===== config.mk =====
export PLATFORM = sky130hd
export DESIGN_NAME = kv_mem_fetch_arbiter
export DESIGN_NICKNAME = d
export VERILOG_FILES = /design/src/rtl/kv_pkg.sv /design/src/rtl/kv_rr_arbiter2.sv /design/src/rtl/kv_mem_fetch_arbiter.sv
export SDC_FILE = /design/constraint.sdc
export NUM_CORES = 1
export LEC_CHECK = 0
export ABC_CLOCK_PERIOD_IN_PS = 8000
export CAP_MARGIN = 20
export CORE_MARGIN = 8
export CORE_UTILIZATION = 26
export CTS_CLUSTER_DIAMETER = 120
export DETAILED_ROUTE_END_ITERATION = 8
export PLACE_DENSITY_LB_ADDON = 0.08
export REMOVE_ABC_BUFFERS = 1
export SYNTH_ARGS = -nofsm -noshare
export SYNTH_HDL_FRONTEND = slang
export SYNTH_SLANG_ARGS = --single-unit

===== constraint.sdc =====
create_clock -name i_clk -period 8 [get_ports i_clk]
set_input_delay 1.6 -clock i_clk [delete_from_list [all_inputs] [get_ports i_clk]]
set_output_delay 1.6 -clock i_clk [all_outputs]
set_load 0.05 [all_outputs]

===== src/rtl/kv_pkg.sv =====
// Shared types and constants for the line-fetch arbiter.
// Port indices, FSM encoding and the default line geometry.
package kv_pkg;

  localparam int KV_DATA_WIDTH = 32;
  localparam int KV_ADDR_WIDTH = 32;
  localparam int KV_LINE_SIZE  = 4;
  localparam int KV_NPORTS     = 2;

  localparam logic KV_PORT_ICACHE = 1'b0;
  localparam logic KV_PORT_DCACHE = 1'b1;

  typedef enum logic [1:0] {
    IDLE,
    ISSUE,
    WAIT_DATA,
    RESPOND
  } kv_arb_state_t;

  typedef logic [KV_LINE_SIZE-1:0][KV_DATA_WIDTH-1:0] kv_line_t;

  function automatic logic kv_other(input logic id);
    return ~id;
  endfunction

endpackage


===== src/rtl/kv_rr_arbiter2.sv =====
// Two-way round-robin pick between I-cache and D-cache requests.
// prio names the port that wins when both are valid.
module kv_rr_arbiter2
  import kv_pkg::*;
(
  input  logic [1:0] valid,
  input  logic       prio,
  output logic [1:0] grant,
  output logic       grant_id
);

  always_comb begin
    grant    = '0;
    grant_id = prio;
    unique case (1'b1)
      (valid == 2'b11): grant_id = prio;
      (valid == 2'b01): grant_id = KV_PORT_ICACHE;
      (valid == 2'b10): grant_id = KV_PORT_DCACHE;
      default:          grant_id = prio;
    endcase
    grant[grant_id] = |valid;
  end

endmodule


===== src/rtl/kv_mem_fetch_arbiter.sv =====
// Shares one memory line-fetch port between the I-cache and D-cache.
// One transaction in flight: IDLE -> ISSUE -> WAIT_DATA -> RESPOND.
module kv_mem_fetch_arbiter
  import kv_pkg::*;
#(
  parameter int DATA_WIDTH = KV_DATA_WIDTH,
  parameter int ADDR_WIDTH = KV_ADDR_WIDTH,
  parameter int LINE_SIZE  = KV_LINE_SIZE
) (
  input  logic                  i_clk,
  input  logic                  i_rst,
  input  logic [ADDR_WIDTH-1:0] i_req_addr [KV_NPORTS],
  input  logic                  i_req_valid [KV_NPORTS],
  output logic                  o_req_ready [KV_NPORTS],
  output logic [DATA_WIDTH-1:0] o_resp_data [LINE_SIZE],
  output logic                  o_resp_valid [KV_NPORTS],
  input  logic                  i_resp_ready [KV_NPORTS],
  output logic [ADDR_WIDTH-1:0] o_mem_addr,
  output logic                  o_mem_addr_valid,
  input  logic                  i_mem_addr_ready,
  input  logic [DATA_WIDTH-1:0] i_mem_data [LINE_SIZE],
  input  logic                  i_mem_data_valid,
  output logic                  o_mem_data_ready
);

  kv_arb_state_t         state;
  logic                  grant_id;
  logic                  prio;
  logic [ADDR_WIDTH-1:0] addr_q;
  logic [DATA_WIDTH-1:0] line_q [LINE_SIZE];
  logic [1:0]            req_vld;
  logic [1:0]            resp_vld;
  logic [1:0]            pick;
  logic                  pick_id;
  logic                  mem_addr_vld;
  logic                  mem_data_rdy;
  logic                  idle_ok;

  assign req_vld = {i_req_valid[1], i_req_valid[0]};

  kv_rr_arbiter2 u_arb (
    .valid    (req_vld),
    .prio     (prio),
    .grant    (pick),
    .grant_id (pick_id)
  );

  // Ready is combinational; mask it during reset so every output is 0.
  assign idle_ok = (state == IDLE) && !i_rst;

  always_comb begin
    for (int i = 0; i < KV_NPORTS; i++) begin
      o_req_ready[i]  = idle_ok & pick[i];
      o_resp_valid[i] = resp_vld[i];
    end
    for (int w = 0; w < LINE_SIZE; w++) begin
      o_resp_data[w] = line_q[w];
    end
  end

  assign o_mem_addr       = addr_q;
  assign o_mem_addr_valid = mem_addr_vld;
  assign o_mem_data_ready = mem_data_rdy;

  always_ff @(posedge i_clk or posedge i_rst) begin
    if (i_rst) begin
      state        <= IDLE;
      prio         <= KV_PORT_ICACHE;
      grant_id     <= KV_PORT_ICACHE;
      addr_q       <= '0;
      mem_addr_vld <= 1'b0;
      mem_data_rdy <= 1'b0;
      resp_vld     <= '0;
      for (int w = 0; w < LINE_SIZE; w++) begin
        line_q[w] <= '0;
      end
    end else begin
      unique case (state)
        IDLE: begin
          if (|req_vld) begin
            addr_q       <= i_req_addr[pick_id];
            grant_id     <= pick_id;
            mem_addr_vld <= 1'b1;
            state        <= ISSUE;
          end
        end
        ISSUE: begin
          if (i_mem_addr_ready) begin
            mem_addr_vld <= 1'b0;
            mem_data_rdy <= 1'b1;
            state        <= WAIT_DATA;
          end
        end
        WAIT_DATA: begin
          if (i_mem_data_valid) begin
            for (int w = 0; w < LINE_SIZE; w++) begin
              line_q[w] <= i_mem_data[w];
            end
            mem_data_rdy       <= 1'b0;
            resp_vld[grant_id] <= 1'b1;
            state              <= RESPOND;
          end
        end
        RESPOND: begin
          // The port just served yields the next tie.
          if (i_resp_ready[grant_id]) begin
            resp_vld <= '0;
            prio     <= kv_other(grant_id);
            state    <= IDLE;
          end
        end
        default: state <= IDLE;
      endcase
    end
  end

endmodule


==> flow_summary.ini, run 1 <==
[sta]
skew_ns = 0.0107
drv_slew = 0
period_share_pct = 67.9
slew_headroom_pct = 36.8
fmax_mhz = 184
setup_slack_ns = 2.57
rsz0062_at_grt = false
final.setup.tns_ns = 0
setup_viol = 0
tightest_slew_ns = 0.948
period_minus_slack_ns = 5.43
hold_viol_final = 0

[cts]
cts_buffers = 17
worstSkewPairLatency_ns = 0.42
cts_hold_buf = 0
cts-root-buf = clkbuf_16
cts_resized = 0
htreeDepth = 4
cts.sinks = 168
cts_tree = built
cts.path.max_buffers = 2
clk_pin_slew_ns = 0.07
postCtsSetupBuffers = 0

[final_layout]
finalNetCount = 1040
area_growth_syn_to_layout_pct = 68.0
diodes = 0
final_cell_area_um2 = 11400
drive_gt1_share_pct = 20.1
layout.cells.non_filler = 1179
final_cell_mix = clkdlybuf4s50_1 (365), dfrtp_1 (168), mux2_2 (128)
final_common_cell = clkdlybuf4s50_1

[grt]
grt_max_degree = 98
antenna_found_initial = 2
grt_pass1_wl_um = 33700
grt_remaining_overflow = 0
grt_pass1_vias = 5491
grt_usage_pct = 14.1

[power]
power.leakage_nw = 4.77
irDropWorstVdd_mv = 0.227
p_int_w = 0.00293
p_seq_share_pct = 26.6
pwr-share-comb_pct = 58.9
clockPowerShare_pct = 14.5
p_sw_share_pct = 48.2
cellPowerDensity_nw_per_um2 = 498
power_switching_w = 0.00272

[routing]
drc = 0
drt-pass1-iter-count = 4
met1_length_um = 8140
routed.top_layer = met5
wl_met2_um = 11800
dr.first_iter.drc_count = 176
vias_per_cell = 4.30
wl_met3_um = 2280
wirelength_um = 22600
ant_nets = 0
vias = 5064
routedWlPerCell_um = 19.1

[setup_path]
reg2reg_from = state[0]
path_cells = clkdlybuf4s50_1 -> inv_1 -> ha_1 -> mux2i_1 -> nor3b_1 -> clkdlybuf4s50_1
path_class = in -> out
cp_slowest_stage_delay_ns = 0.84
start_kind = input pin
cp-startpoint = i_req_valid[0]
cp_data_arrival_time_ns = 3.83
worstPathRequired_ns = 6.40
crit_slowest_cell = clkdlybuf4s50_1
rrSetupSlack_ns = 5.09
path_common_cell = clkdlybuf4s50_1
cp.buffers_inverters = 3
rr_endpoint = o_resp_data[71]
critical-path-top-delay-family = buffers and inverters
crit_path_max_fanout = 3
crit_cells = 6
r2r_cells = 5
endpoint = o_req_ready[1]
end_kind = output pin

[die]
coreArea_um2 = 25800
initial_core_util_pct = 26.2
die_y_um = 177
die_w_um = 177
die-area_um2 = 31400
rows = 59
io_pins = 366

[synthesis]
synthCells = 467
seq_area_frac_synth_pct = 62.2
syn_area_um2 = 6760
synth_area_per_cell_um2 = 14.5
ys_types = 27
ys_warn_count = 0
ys_seq_elements = 168
async_reset_ff_share_pct = 100
synth_flop_cell = dfrtp_1
synth-edff-count = 0

[placement]
hpwlAfterDp_um = 17500
placedCellCount = 1146
place_ws_ns = 1.98
numPortBuffers = 365
gp_congestion = 0.750
place_area_um2 = 10800

[hold_path]
hold_path_class = reg -> reg

[run]
drv_cap = 0

[run_status]
status = finished, final reports clean
[metrics by stage]
| step | util [%] | total power, W | hold slack [ns] |
|---|---|---|---|
| 2_1_floorplan | - | 0.00369 | 0.519 |
| 3_3_place_gp | 41.7 | 0.00484 | 0.463 |
| 3_5_place_dp | 41.7 | 0.00489 | 0.473 |
| 4_1_cts | 44.0 | 0.00573 | 0.488 |
| 5_1_grt | 44.1 | 0.00593 | 0.511 |
| 6_report | 44.1 | 0.00565 | 0.484 |
[state kept, by name, indices dropped and copies added (netlist names)]
name,cells
grant_id,1
o_mem_addr,32
o_mem_addr_valid,1
o_mem_data_ready,1
o_resp_data,128
prio,1
resp_vld,2
state,2
[layer usage]
metal | global-route usage, % | vias to the layer above
li1 | - | 2360
met1 | 15.1 | 2474
met2 | 24.8 | 204
met3 | 5.76 | 22
met4 | 4.48 | 4
met5 | 0 | -
[cell usage after synthesis, types with 2 or more instances]
cell type / count / area share, %
clkbuf_1: 6 / 0.33
inv_1: 7 / 0.39
nor2_1: 2 / 0.11
nand2b_1: 2 / 0.19
nor2b_1: 2 / 0.19
o21ai_0: 29 / 2.1
o21ai_1: 10 / 0.74
nand2_1: 38 / 2.1
buf_2: 14 / 1.0
dfrtp_1: 168 / 62
mux2_2: 128 / 21
a31oi_1: 2 / 0.19
buf_4: 3 / 0.33
mux2i_1: 35 / 5.2
ha_1: 9 / 1.7
[logic make-up after synthesis]
logic type	after synthesis	share of synthesized area (%)
flops	168	62.2
compound gates	47	4.07
mux	165	27.1
buf+inv	31	2.15
simple gates	47	2.87
fa+ha+maj	9	1.67
[tightest hold or removal path: stages, from the launching register on]
cell and delay (ns):
dfrtp_1 0.35, nand2_1 0.05, o21ai_0 0.06
[final cells by class]
class	instances	area [µm²]
clock buffers	19	453
clock inverters	13	131
fillers	2375	14400
inverters	7	31.3
multi-input cells	268	2420
flip-flops and latches	168	4200
well taps	335	419
repair buffers	369	3700
[worst min path at each step]
| stage | startpoint | to | cells after the start |
|---|---|---|---|
| finish | o_mem_addr[6] | o_mem_addr[6] | 2 |
| global route | o_mem_addr[15] | o_mem_addr[15] | 2 |
| CTS | o_mem_addr[21] | o_mem_addr[21] | 2 |
| detailed placement | o_mem_addr[21] | o_mem_addr[21] | 2 |
| global placement | o_mem_addr[18] | o_mem_addr[18] | 2 |
| floorplan | grant_id | prio | 1 |
[power by group through the flow]
stage                     clock network (W)  logic [W]  registers, W
after CTS                          0.000850    0.00337       0.00151
after detailed placement                  0    0.00336       0.00152
after global routing               0.000887    0.00348       0.00156
final                              0.000819    0.00333       0.00150
after floorplan                           0   0.000722       0.00297
after global placement                    0    0.00334       0.00150
(Power assumes the default switching activity.)
==> inputs of run 2 (changes only) <==
- ABC_CLOCK_PERIOD_IN_PS: 8000 -> 4400
- clock period: 8 -> 4.4 ns (I/O delays scaled with it)
==> run 2 against run 1 <==
Count of clock-buffer cells in the layout unchanged. Critical path type unchanged. Sequential cell count unchanged. Via count is 0.20% higher. Power increased by 81%. Largest power group unchanged. Clock power up 78%. Global-route usage up 0.13 points. Critical endpoint unchanged. Non-clock buffer count grew 3. First-iteration DRC count fell by 34%.
==> flow_summary.ini, run 2 (same netlist as run 1, synthesis figures left out) <==
[cts]
cts_tree = built
cts_hold_buf = 0
postCtsSetupBuffers = 0
cts_resized = 0
cts_buffers = 17
clk_pin_slew_ns = 0.06
cts.path.max_buffers = 2
cts.sinks = 168
cts-root-buf = clkbuf_16
worstSkewPairLatency_ns = 0.43
htreeDepth = 4

[placement]
place_ws_ns = 0.813
hpwlAfterDp_um = 17600
numPortBuffers = 365
gp_congestion = 0.720

[die]
die_y_um = 177
initial_core_util_pct = 26.2
die_w_um = 177
io_pins = 366
rows = 59
coreArea_um2 = 25800
die-area_um2 = 31400

[final_layout]
final_cell_mix = clkdlybuf4s50_1 (363), dfrtp_1 (168), mux2_2 (128)
finalNetCount = 1043
largest_register_ffs = 128
final_util_pct = 44.2
area_growth_syn_to_layout_pct = 68.4
final_common_cell = clkdlybuf4s50_1
drive_gt1_share_pct = 20.5

[grt]
grt_pass1_vias = 5652
grt_remaining_overflow = 0
grt_usage_pct = 14.2
antenna_found_initial = 4
grt_pass1_wl_um = 34100
grt_max_degree = 75

[hold_path]
hold_path_depth = 2
min_from = o_mem_addr[30]
whs_endpoint = o_mem_addr[30]
hold_path_class = reg -> reg

[run_status]
status = finished, final reports clean

[setup_path]
path_class = in -> out
start_kind = input pin
reg2reg_from = state[0]
rrSetupSlack_ns = 2.06
crit_path_max_fanout = 32
cp_slowest_stage_delay_ns = 0.50
cp_data_arrival_time_ns = 2.69
critical-path-top-delay-family = buffers and inverters
rr_endpoint = o_resp_data[74]
r2r_cells = 5
worstPathRequired_ns = 3.52
cp.buffers_inverters = 3
end_kind = output pin
crit_cells = 6
path_cells = clkdlybuf4s50_1 -> inv_1 -> ha_1 -> nand2b_2 -> nor3b_1 -> buf_4
crit_slowest_cell = clkdlybuf4s50_1

[sta]
slew_headroom_pct = 44.0
rsz0062_at_grt = false
fmax_mhz = 280
period_minus_slack_ns = 3.57
setup_slack_ns = 0.833
skew_ns = 0.0183
whs_ns = 0.481
drv_slew = 0
setup_viol = 0
period_share_pct = 81.1
hold_viol_final = 0
final.setup.tns_ns = 0
tightest_slew_ns = 0.840

[run]
drv_cap = 0

[power]
power.leakage_nw = 4.78
cellPowerDensity_nw_per_um2 = 899
irDropWorstVdd_mv = 0.398

[routing]
vias_per_cell = 4.28
drt-pass1-iter-count = 4
vias = 5074
ant_nets = 0
dr.first_iter.drc_count = 116
routedWlPerCell_um = 19.2
drc = 0
wirelength_um = 22700
## run 2: changes by cell type in the layout (fill, tap and decap cells not counted), sizes merged
cell	before	now
buf	4	9
diode	0	3
clkdlybuf4s50	365	363
clkinv	2	4
inv	16	14
## run 2: per-stage QoR
step | instance area [µm²] | power, W | cells
2_1_floorplan | 6640 | 0.00671 | 443
3_3_place_gp | 10800 | 0.00880 | 1150
3_5_place_dp | 10800 | 0.00889 | 1150
4_1_cts | 11400 | 0.0104 | 1182
5_1_grt | 11400 | 0.0107 | 1185
6_report | 11400 | 0.0102 | 1185
## run 2: per-layer routing
metal / vias to the layer above / global-route usage [%] / part of all wire [%]
li1: 2367 / - / -
met1: 2473 / 15.3 / 37
met2: 207 / 24.6 / 52
met3: 25 / 5.57 / 9.3
met4: 2 / 5.71 / 1.7
met5: - / 0 / 0.057
## run 2: cell type report
class / count / area [µm²]
clock buffer: 19 / 443
antenna: 3 / 7.51
multi-input combinational: 268 / 2420
clock inverter: 13 / 131
inverter: 7 / 31.3
fill: 2348 / 14400
sequential: 168 / 4200
tap: 335 / 419
timing repair buffer: 372 / 3730
## run 2: worst max-delay path by stage
stage / from / end / slack [ns]
after floorplan: i_rst / grant_id / -1.03
after global placement: i_req_valid[0] / o_req_ready[1] / 0.84
after detailed placement: i_req_valid[0] / o_req_ready[1] / 0.81
after CTS: i_req_valid[0] / o_req_ready[1] / 0.80
after global routing: i_req_valid[0] / o_req_ready[1] / 0.63
final: i_req_valid[0] / o_req_ready[1] / 0.83
## run 2: power by group
group | total, W | switching [W] | internal [W] | leakage [nW]
Combinational | 0.00605 | 0.00384 | 0.00221 | 2.51
Clock | 0.00146 | 0.000693 | 0.000769 | 0.277
Sequential | 0.00273 | 0.000399 | 0.00233 | 2.00
## run 2: worst reg2reg max path, stage by stage (launching register included)
cell	delay, ns
dfrtp_1	0.38
inv_1	0.11
ha_1	0.29
nand2_4	0.62
buf_12	0.40
mux2_2	0.44
